<file path="config.mk">
export PLATFORM = sky130hd
export DESIGN_NAME = l1_mau_resp
export DESIGN_NICKNAME = d
export VERILOG_FILES = /design/src/rtl/l1_mau_resp_pkg.sv /design/src/rtl/l1_mau_linebuf.sv /design/src/rtl/l1_mau_resp.sv
export SDC_FILE = /design/constraint.sdc
export NUM_CORES = 1
export LEC_CHECK = 0
export CORE_MARGIN = 2
export CORE_UTILIZATION = 48
export CTS_BUF_LIST = sky130_fd_sc_hd__clkbuf_2 sky130_fd_sc_hd__clkbuf_4 sky130_fd_sc_hd__clkbuf_8
export CTS_CLUSTER_DIAMETER = 200
export DETAILED_ROUTE_END_ITERATION = 10
export GPL_ROUTABILITY_DRIVEN = 0
export PLACE_DENSITY = 0.8
export SETUP_SLACK_MARGIN = 0.2
export SYNTH_ARGS = -nofsm -noshare
export SYNTH_HDL_FRONTEND = slang
export SYNTH_SLANG_ARGS = --single-unit
</file>
<file path="constraint.sdc">
create_clock -name clk -period 3.3 [get_ports clk]
set_input_delay 0.33 -clock clk [delete_from_list [all_inputs] [get_ports clk]]
set_output_delay 0.33 -clock clk [all_outputs]
set_load 0.005 [all_outputs]
</file>
<file path="src/rtl/l1_mau_resp_pkg.sv">
// Shared geometry and state encoding for the L1-to-MAU responder.
package l1_mau_resp_pkg;

    localparam int unsigned L1_LINE_SIZE   = 256;
    localparam int unsigned ADDR_WIDTH     = 32;
    localparam int unsigned MEM_DATA_WIDTH = 32;
    localparam int unsigned BEATS          = L1_LINE_SIZE / MEM_DATA_WIDTH;
    localparam int unsigned OFFS           = $clog2(L1_LINE_SIZE / 8);
    localparam int unsigned BEAT_IDX_W     = (BEATS > 1) ? $clog2(BEATS) : 1;
    localparam int unsigned CNT_W          = $clog2(BEATS + 1);

    typedef enum logic [2:0] {
        StIdle,
        StFill,
        StRdnc,
        StWrite,
        StAck
    } mau_state_e;

endpackage

</file>
<file path="src/rtl/l1_mau_linebuf.sv">
// Line buffer: word-indexed register file with a top-word write port and a flat read.
module l1_mau_linebuf
    import l1_mau_resp_pkg::*;
#(
    parameter int unsigned Beats = BEATS,
    parameter int unsigned WordW = MEM_DATA_WIDTH
) (
    input  logic                   clk,
    input  logic                   rst_n,
    input  logic                   wr_en,
    input  logic [BEAT_IDX_W-1:0]  wr_idx,
    input  logic [WordW-1:0]       wr_data,
    input  logic                   top_en,
    input  logic [WordW-1:0]       top_data,
    output logic [Beats*WordW-1:0] rd_line
);

    logic [Beats-1:0][WordW-1:0] words_q, words_d;

    always_comb begin
        words_d = words_q;
        if (wr_en) begin
            words_d[wr_idx] = wr_data;
        end
        if (top_en) begin
            words_d[Beats-1] = top_data;
        end
    end

    always_ff @(posedge clk or negedge rst_n) begin
        if (!rst_n) begin
            words_q <= '0;
        end else begin
            words_q <= words_d;
        end
    end

    assign rd_line = words_q;

endmodule

</file>
<file path="src/rtl/l1_mau_resp.sv">
// L1-to-MAU responder: runs fills, non-cacheable reads and writes on a word-wide memory bus
// and returns a single-cycle ack carrying the line buffer.
module l1_mau_resp
    import l1_mau_resp_pkg::*;
(
    input  logic                      clk,
    input  logic                      rst_n,
    input  logic                      mau_req_val,
    input  logic                      mau_req_nc,
    input  logic                      mau_req_we,
    input  logic [ADDR_WIDTH-1:0]     mau_req_addr,
    input  logic [MEM_DATA_WIDTH-1:0] mau_req_wdata,
    input  logic [3:0]                mau_req_be,
    output logic                      mau_req_ack,
    output logic                      mau_ack_nc,
    output logic                      mau_ack_we,
    output logic [L1_LINE_SIZE-1:0]   mau_ack_data,
    output logic                      mem_req_val,
    output logic                      mem_req_we,
    output logic [ADDR_WIDTH-1:0]     mem_req_addr,
    output logic [MEM_DATA_WIDTH-1:0] mem_req_wdata,
    output logic [3:0]                mem_req_be,
    input  logic                      mem_req_ack,
    input  logic                      mem_rsp_val,
    input  logic [MEM_DATA_WIDTH-1:0] mem_rsp_data
);

    mau_state_e                state_q, state_d;
    logic [ADDR_WIDTH-1:0]     addr_q, addr_d;
    logic [MEM_DATA_WIDTH-1:0] wdata_q, wdata_d;
    logic [3:0]                be_q, be_d;
    logic                      nc_q, nc_d;
    logic                      we_q, we_d;
    logic [CNT_W-1:0]          ic_q, ic_d;
    logic [CNT_W-1:0]          rc_q, rc_d;

    logic                      lb_wr_en;
    logic                      lb_top_en;
    logic [ADDR_WIDTH-1:0]     fill_addr;
    logic [ADDR_WIDTH-1:0]     word_addr;
    logic [1:0]                byte_off;

    assign byte_off  = addr_q[1:0];
    assign word_addr = {addr_q[ADDR_WIDTH-1:2], 2'b00};
    assign fill_addr = {addr_q[ADDR_WIDTH-1:OFFS], {OFFS{1'b0}}}
                     + ADDR_WIDTH'({ic_q, 2'b00});

    always_comb begin
        state_d       = state_q;
        addr_d        = addr_q;
        wdata_d       = wdata_q;
        be_d          = be_q;
        nc_d          = nc_q;
        we_d          = we_q;
        ic_d          = ic_q;
        rc_d          = rc_q;
        lb_wr_en      = 1'b0;
        lb_top_en     = 1'b0;
        mem_req_val   = 1'b0;
        mem_req_we    = 1'b0;
        mem_req_addr  = '0;
        mem_req_wdata = '0;
        mem_req_be    = '0;
        mau_req_ack   = 1'b0;
        mau_ack_nc    = 1'b0;
        mau_ack_we    = 1'b0;

        unique case (state_q)
            StIdle: begin
                if (mau_req_val) begin
                    addr_d  = mau_req_addr;
                    wdata_d = mau_req_wdata;
                    be_d    = mau_req_be;
                    nc_d    = mau_req_nc;
                    we_d    = mau_req_we;
                    ic_d    = '0;
                    rc_d    = '0;
                    if (mau_req_we) begin
                        state_d = StWrite;
                    end else if (mau_req_nc) begin
                        state_d = StRdnc;
                    end else begin
                        state_d = StFill;
                    end
                end
            end
            StFill: begin
                // Issue and receive run independently so accepts and responses may overlap.
                if (ic_q < CNT_W'(BEATS)) begin
                    mem_req_val  = 1'b1;
                    mem_req_addr = fill_addr;
                    if (mem_req_ack) begin
                        ic_d = ic_q + 1'b1;
                    end
                end
                if (mem_rsp_val) begin
                    lb_wr_en = 1'b1;
                    rc_d     = rc_q + 1'b1;
                    if (rc_q == CNT_W'(BEATS - 1)) begin
                        state_d = StAck;
                    end
                end
            end
            StRdnc: begin
                if (ic_q == '0) begin
                    mem_req_val  = 1'b1;
                    mem_req_addr = word_addr;
                    if (mem_req_ack) begin
                        ic_d = CNT_W'(1);
                    end
                end
                if (mem_rsp_val) begin
                    lb_top_en = 1'b1;
                    state_d   = StAck;
                end
            end
            StWrite: begin
                mem_req_val   = 1'b1;
                mem_req_we    = 1'b1;
                mem_req_addr  = word_addr;
                mem_req_wdata = wdata_q << {byte_off, 3'b000};
                mem_req_be    = be_q << byte_off;
                if (mem_req_ack) begin
                    state_d = StAck;
                end
            end
            StAck: begin
                // The held request is not sampled here, so it cannot be captured twice.
                mau_req_ack = 1'b1;
                mau_ack_nc  = nc_q;
                mau_ack_we  = we_q;
                state_d     = StIdle;
            end
            default: begin
                state_d = StIdle;
            end
        endcase
    end

    always_ff @(posedge clk or negedge rst_n) begin
        if (!rst_n) begin
            state_q <= StIdle;
            addr_q  <= '0;
            wdata_q <= '0;
            be_q    <= '0;
            nc_q    <= 1'b0;
            we_q    <= 1'b0;
            ic_q    <= '0;
            rc_q    <= '0;
        end else begin
            state_q <= state_d;
            addr_q  <= addr_d;
            wdata_q <= wdata_d;
            be_q    <= be_d;
            nc_q    <= nc_d;
            we_q    <= we_d;
            ic_q    <= ic_d;
            rc_q    <= rc_d;
        end
    end

    l1_mau_linebuf #(
        .Beats (BEATS),
        .WordW (MEM_DATA_WIDTH)
    ) u_linebuf (
        .clk      (clk),
        .rst_n    (rst_n),
        .wr_en    (lb_wr_en),
        .wr_idx   (rc_q[BEAT_IDX_W-1:0]),
        .wr_data  (mem_rsp_data),
        .top_en   (lb_top_en),
        .top_data (mem_rsp_data),
        .rd_line  (mau_ack_data)
    );

    a_rsp_in_read: assert property (@(posedge clk) disable iff (!rst_n)
        mem_rsp_val |-> (state_q inside {StFill, StRdnc}));

    a_rc_le_ic: assert property (@(posedge clk) disable iff (!rst_n)
        rc_q <= ic_q);

    a_be_legal: assert property (@(posedge clk) disable iff (!rst_n)
        mau_req_val |-> (mau_req_be inside {4'b0001, 4'b0011, 4'b1111}));

endmodule
</file>
==> summary.txt <==
Worst setup path
  • WS Path Type: reg -> out
  • Slowest cell on crit path: clkdlybuf4s50_1
  • Crit path DAT: 2.66 ns
  • CP max FO: 13
  • Startpoint types: register
  • Type of destination of the critical path: output pin
  • Largest stage delay, worst path: 0.51 ns
  • CP bufs+invs: 3
  • Crit-path cells: inv_1, ha_1, and4bb_2, a21oi_1, nor2_2, buf_4, and2_1, clkdlybuf4s50_1
  • CP required: 2.97 ns
  • Crit path max-delay family: buffers and inverters

Routing
  • Starting DRT DRC Count: 365
  • Final wirelength: 38000 um
  • DR vias/cell: 5.23
  • Detail Route Antenna Nets: 0
  • First-pass DRT Iterations: 4
  • Drt wl/cell: 20.8 um
  • Vias: 9557
  • Drt drc: 0

Job
  • Max-cap violations: 0

Yosys
  • Synth top area share: 60.9%
  • Synth area leaders: dfrtp_1 61%, mux2_2 26%, and2_1 1.7%, mux2i_1 1.5%, a211oi_1 0.98%
  • Synth Area in Compound Gates: 2.33%
  • Async S/R FF share, synth: 100%
  • Synth Area in Simple Gates: 5.87%
  • Seq cells post-synth: 337
  • Sequential area share after synthesis: 60.9%
  • Top FF cell, synth: dfrtp_1
  • Mapped Area: 13800 sq um
  • Largest family of logic cells by synthesized area: multiplexers
  • Synth cell types: 45
  • YS warnings: 0
  • EDFF count, synth: 0
  • Post-synthesis xor/xnor area fraction: 0.0633%
  • Commonest cells in the netlist: 337 x dfrtp_1, 320 x mux2_2, 38 x and2_1
  • Post-Synth Adder-Cell Area: 0.271%
  • Synth Instances: 937
  • Count leader, synth: dfrtp_1
  • Mean Syn Cell Area: 14.8 sq um
  • Leading area contributor after synthesis: dfrtp_1
  • Post-synthesis mux area share: 28.1%

Final layout
  • Final Core Density: 69.7%
  • Area Overhead vs Synth: 43.6%
  • Nets@finish: 1511
  • Filler cells: 2052
  • Layout cells sized above 1: 31.9%

Place
  • Port Buffer Count: 433
  • DP HPWL: 26400 um

Clock network
  • TritonCTS clock tree: yes
  • CTS clock-pin slew for the worst setup and hold paths: 0.06 ns
  • CTS max path bufs: 3
  • Clock tree sinks: 337
  • Total CTS buffers: 55
  • Setup Buffers After CTS: 0
  • Clock root buffer: clkbuf_8
  • Worst skew pair latency: 0.60 ns
  • CTS H-Tree Depth: 2

Worst hold path
  • Min-delay worst type: in -> reg

STA
  • RSZ-0062 raised after global routing: true
  • Slew headroom: 50.5%
  • Final setup skew: 0.0371 ns
  • Setup violations, final: 0
  • Slew at the pin with the worst max-slew slack: 0.743 ns
  • Final Max Slew Viols: 0
  • Fin crit share: 90.7%
  • F_max: 0.334 GHz
  • Fin Setup TNS: 0 ns
  • Minimum clock period: 2.99 ns
  • Final hold vios: 0

GRT
  • Initial antenna violation count: 2
  • GRT overflow: 0
  • Vias in the first global route: 10200
  • First-pass GRT wire length: 59400 um
  • Gr usage total: 25.1%
  • Largest net degree at the start of global routing: 95

Power
  • Leak: 8.68 nW
  • Peak supply drop: 0.639 mV
  • Pwr Density: 932 nW/um^2

Floorplan
  • Effective utilization at floorplan: 48.5%
  • Boundary pin count: 436
  • Die height: 174 um
  • Die Wd: 174 um
  • Core ar.: 28500 sq um
  • # rows: 62
  • Die Area: 30200 sq um

Status
  • Run status: finished clean
-- power breakdown --
group | switching, mW | internal, mW
Combinational | 2.63 | 4.84
Clock | 1.61 | 2.26
Sequential | 1.17 | 6.01
-- layout make-up --
class / instances / area, sq um / area share (%)
multi-input combinational: 542 / 5120 / 25.7
tap: 384 / 480 / 2.42
clock buffer: 87 / 1100 / 5.52
inverter: 5 / 18.8 / 0.0944
timing repair buffer: 460 / 4620 / 23.3
sequential: 337 / 8440 / 42.4
clock inverter: 10 / 110 / 0.554
antenna: 1 / 2.50 / 0.0126
-- timing repair --
item	4_1_cts	5_1_grt
resized for setup	3	6
gates cloned	0	1
hold buffers	1	0
setup endpoints to repair	9	38
endpoints found under the hold margin	88	0
-- cell families after synthesis --
| group | Yosys count |
|---|---|
| mux | 348 |
| other cells | 1 |
| flops | 337 |
| buf+inv | 59 |
| fa+ha+maj | 3 |
| compound gates | 48 |
| xor+xnor | 1 |
| simple gates | 140 |
-- path summary, 6_finish.rpt --
path | start | end | slack (ns) | cells after the start
max | ic_q[0] | mem_req_addr[21] | 0.31 | 8
min | mau_req_addr[22] | addr_q[22] | 0.34 | 2
max reg2reg | state_q[0] | u_linebuf.rd_line[141] | 0.83 | 5
min reg2reg | u_linebuf.rd_line[2] | u_linebuf.rd_line[2] | 0.48 | 1
max in group asynchronous | rst_n | u_linebuf.rd_line[220] | 1.96 | 3
min in group asynchronous | rst_n | addr_q[15] | 0.36 | 2
-- per-layer routing --
metal / up-vias / share of wire [%] / global-route usage [%]
li1: 4259 / - / -
met1: 4868 / 39 / 30.2
met2: 341 / 50 / 42.5
met3: 87 / 6.8 / 6.91
met4: 2 / 4.0 / 10.9
met5: - / 0.029 / 0
-- sequential cells by signal, summed over array words and instances (netlist names) --
signal             cells
addr_q                32
be_q                   4
ic_q                   4
nc_q                   1
rc_q                   4
state_q                3
u_linebuf.rd_line    256
wdata_q               32
we_q                   1
-- stage by stage --
step	hold slack (ns)	total power, mW	cell area (sq um)	cells	worst slack [ns]
2_1_floorplan	0.0344	10.1	13800	938	1.41
3_5_place_dp	0.421	14.7	18600	1726	0.723
6_report	0.340	18.5	19900	1826	0.307
3_3_place_gp	0.416	14.4	18600	1726	0.849
4_1_cts	0.294	18.7	19900	1824	0.236
5_1_grt	0.316	19.6	19900	1826	0.176
-- cells in the final DEF (no fill, tap or decap), types with 2 or more instances in the layout --
master / netlist / layout
o211ai_1: 2 / 2
clkinv_2: 0 / 5
and2_1: 38 / 37
dfrtp_2: 0 / 2
and3_1: 2 / 2
clkbuf_4: 0 / 16
nor2_1: 36 / 34
buf_12: 0 / 6
clkdlybuf4s50_1: 0 / 432
mux2i_1: 21 / 21
conb_1: 1 / 2
a211oi_1: 18 / 18
clkbuf_8: 0 / 71
nor2b_1: 15 / 12
nor3b_1: 2 / 2
nor3_1: 6 / 6
nand3_1: 4 / 4
nand2b_1: 7 / 7
nand4_1: 9 / 9
a21oi_1: 12 / 12
inv_1: 5 / 5
a22o_1: 3 / 3
nor2_4: 0 / 2
buf_4: 8 / 19
nand2_1: 7 / 7
nor2b_4: 0 / 2
o21ai_0: 9 / 9
nand3b_1: 3 / 3
bufinv_16: 0 / 2
mux2_1: 7 / 7
ha_1: 3 / 3
dfrtp_1: 337 / 335
mux2_2: 320 / 320
No activity file was read; power rests on OpenSTA's default activity.
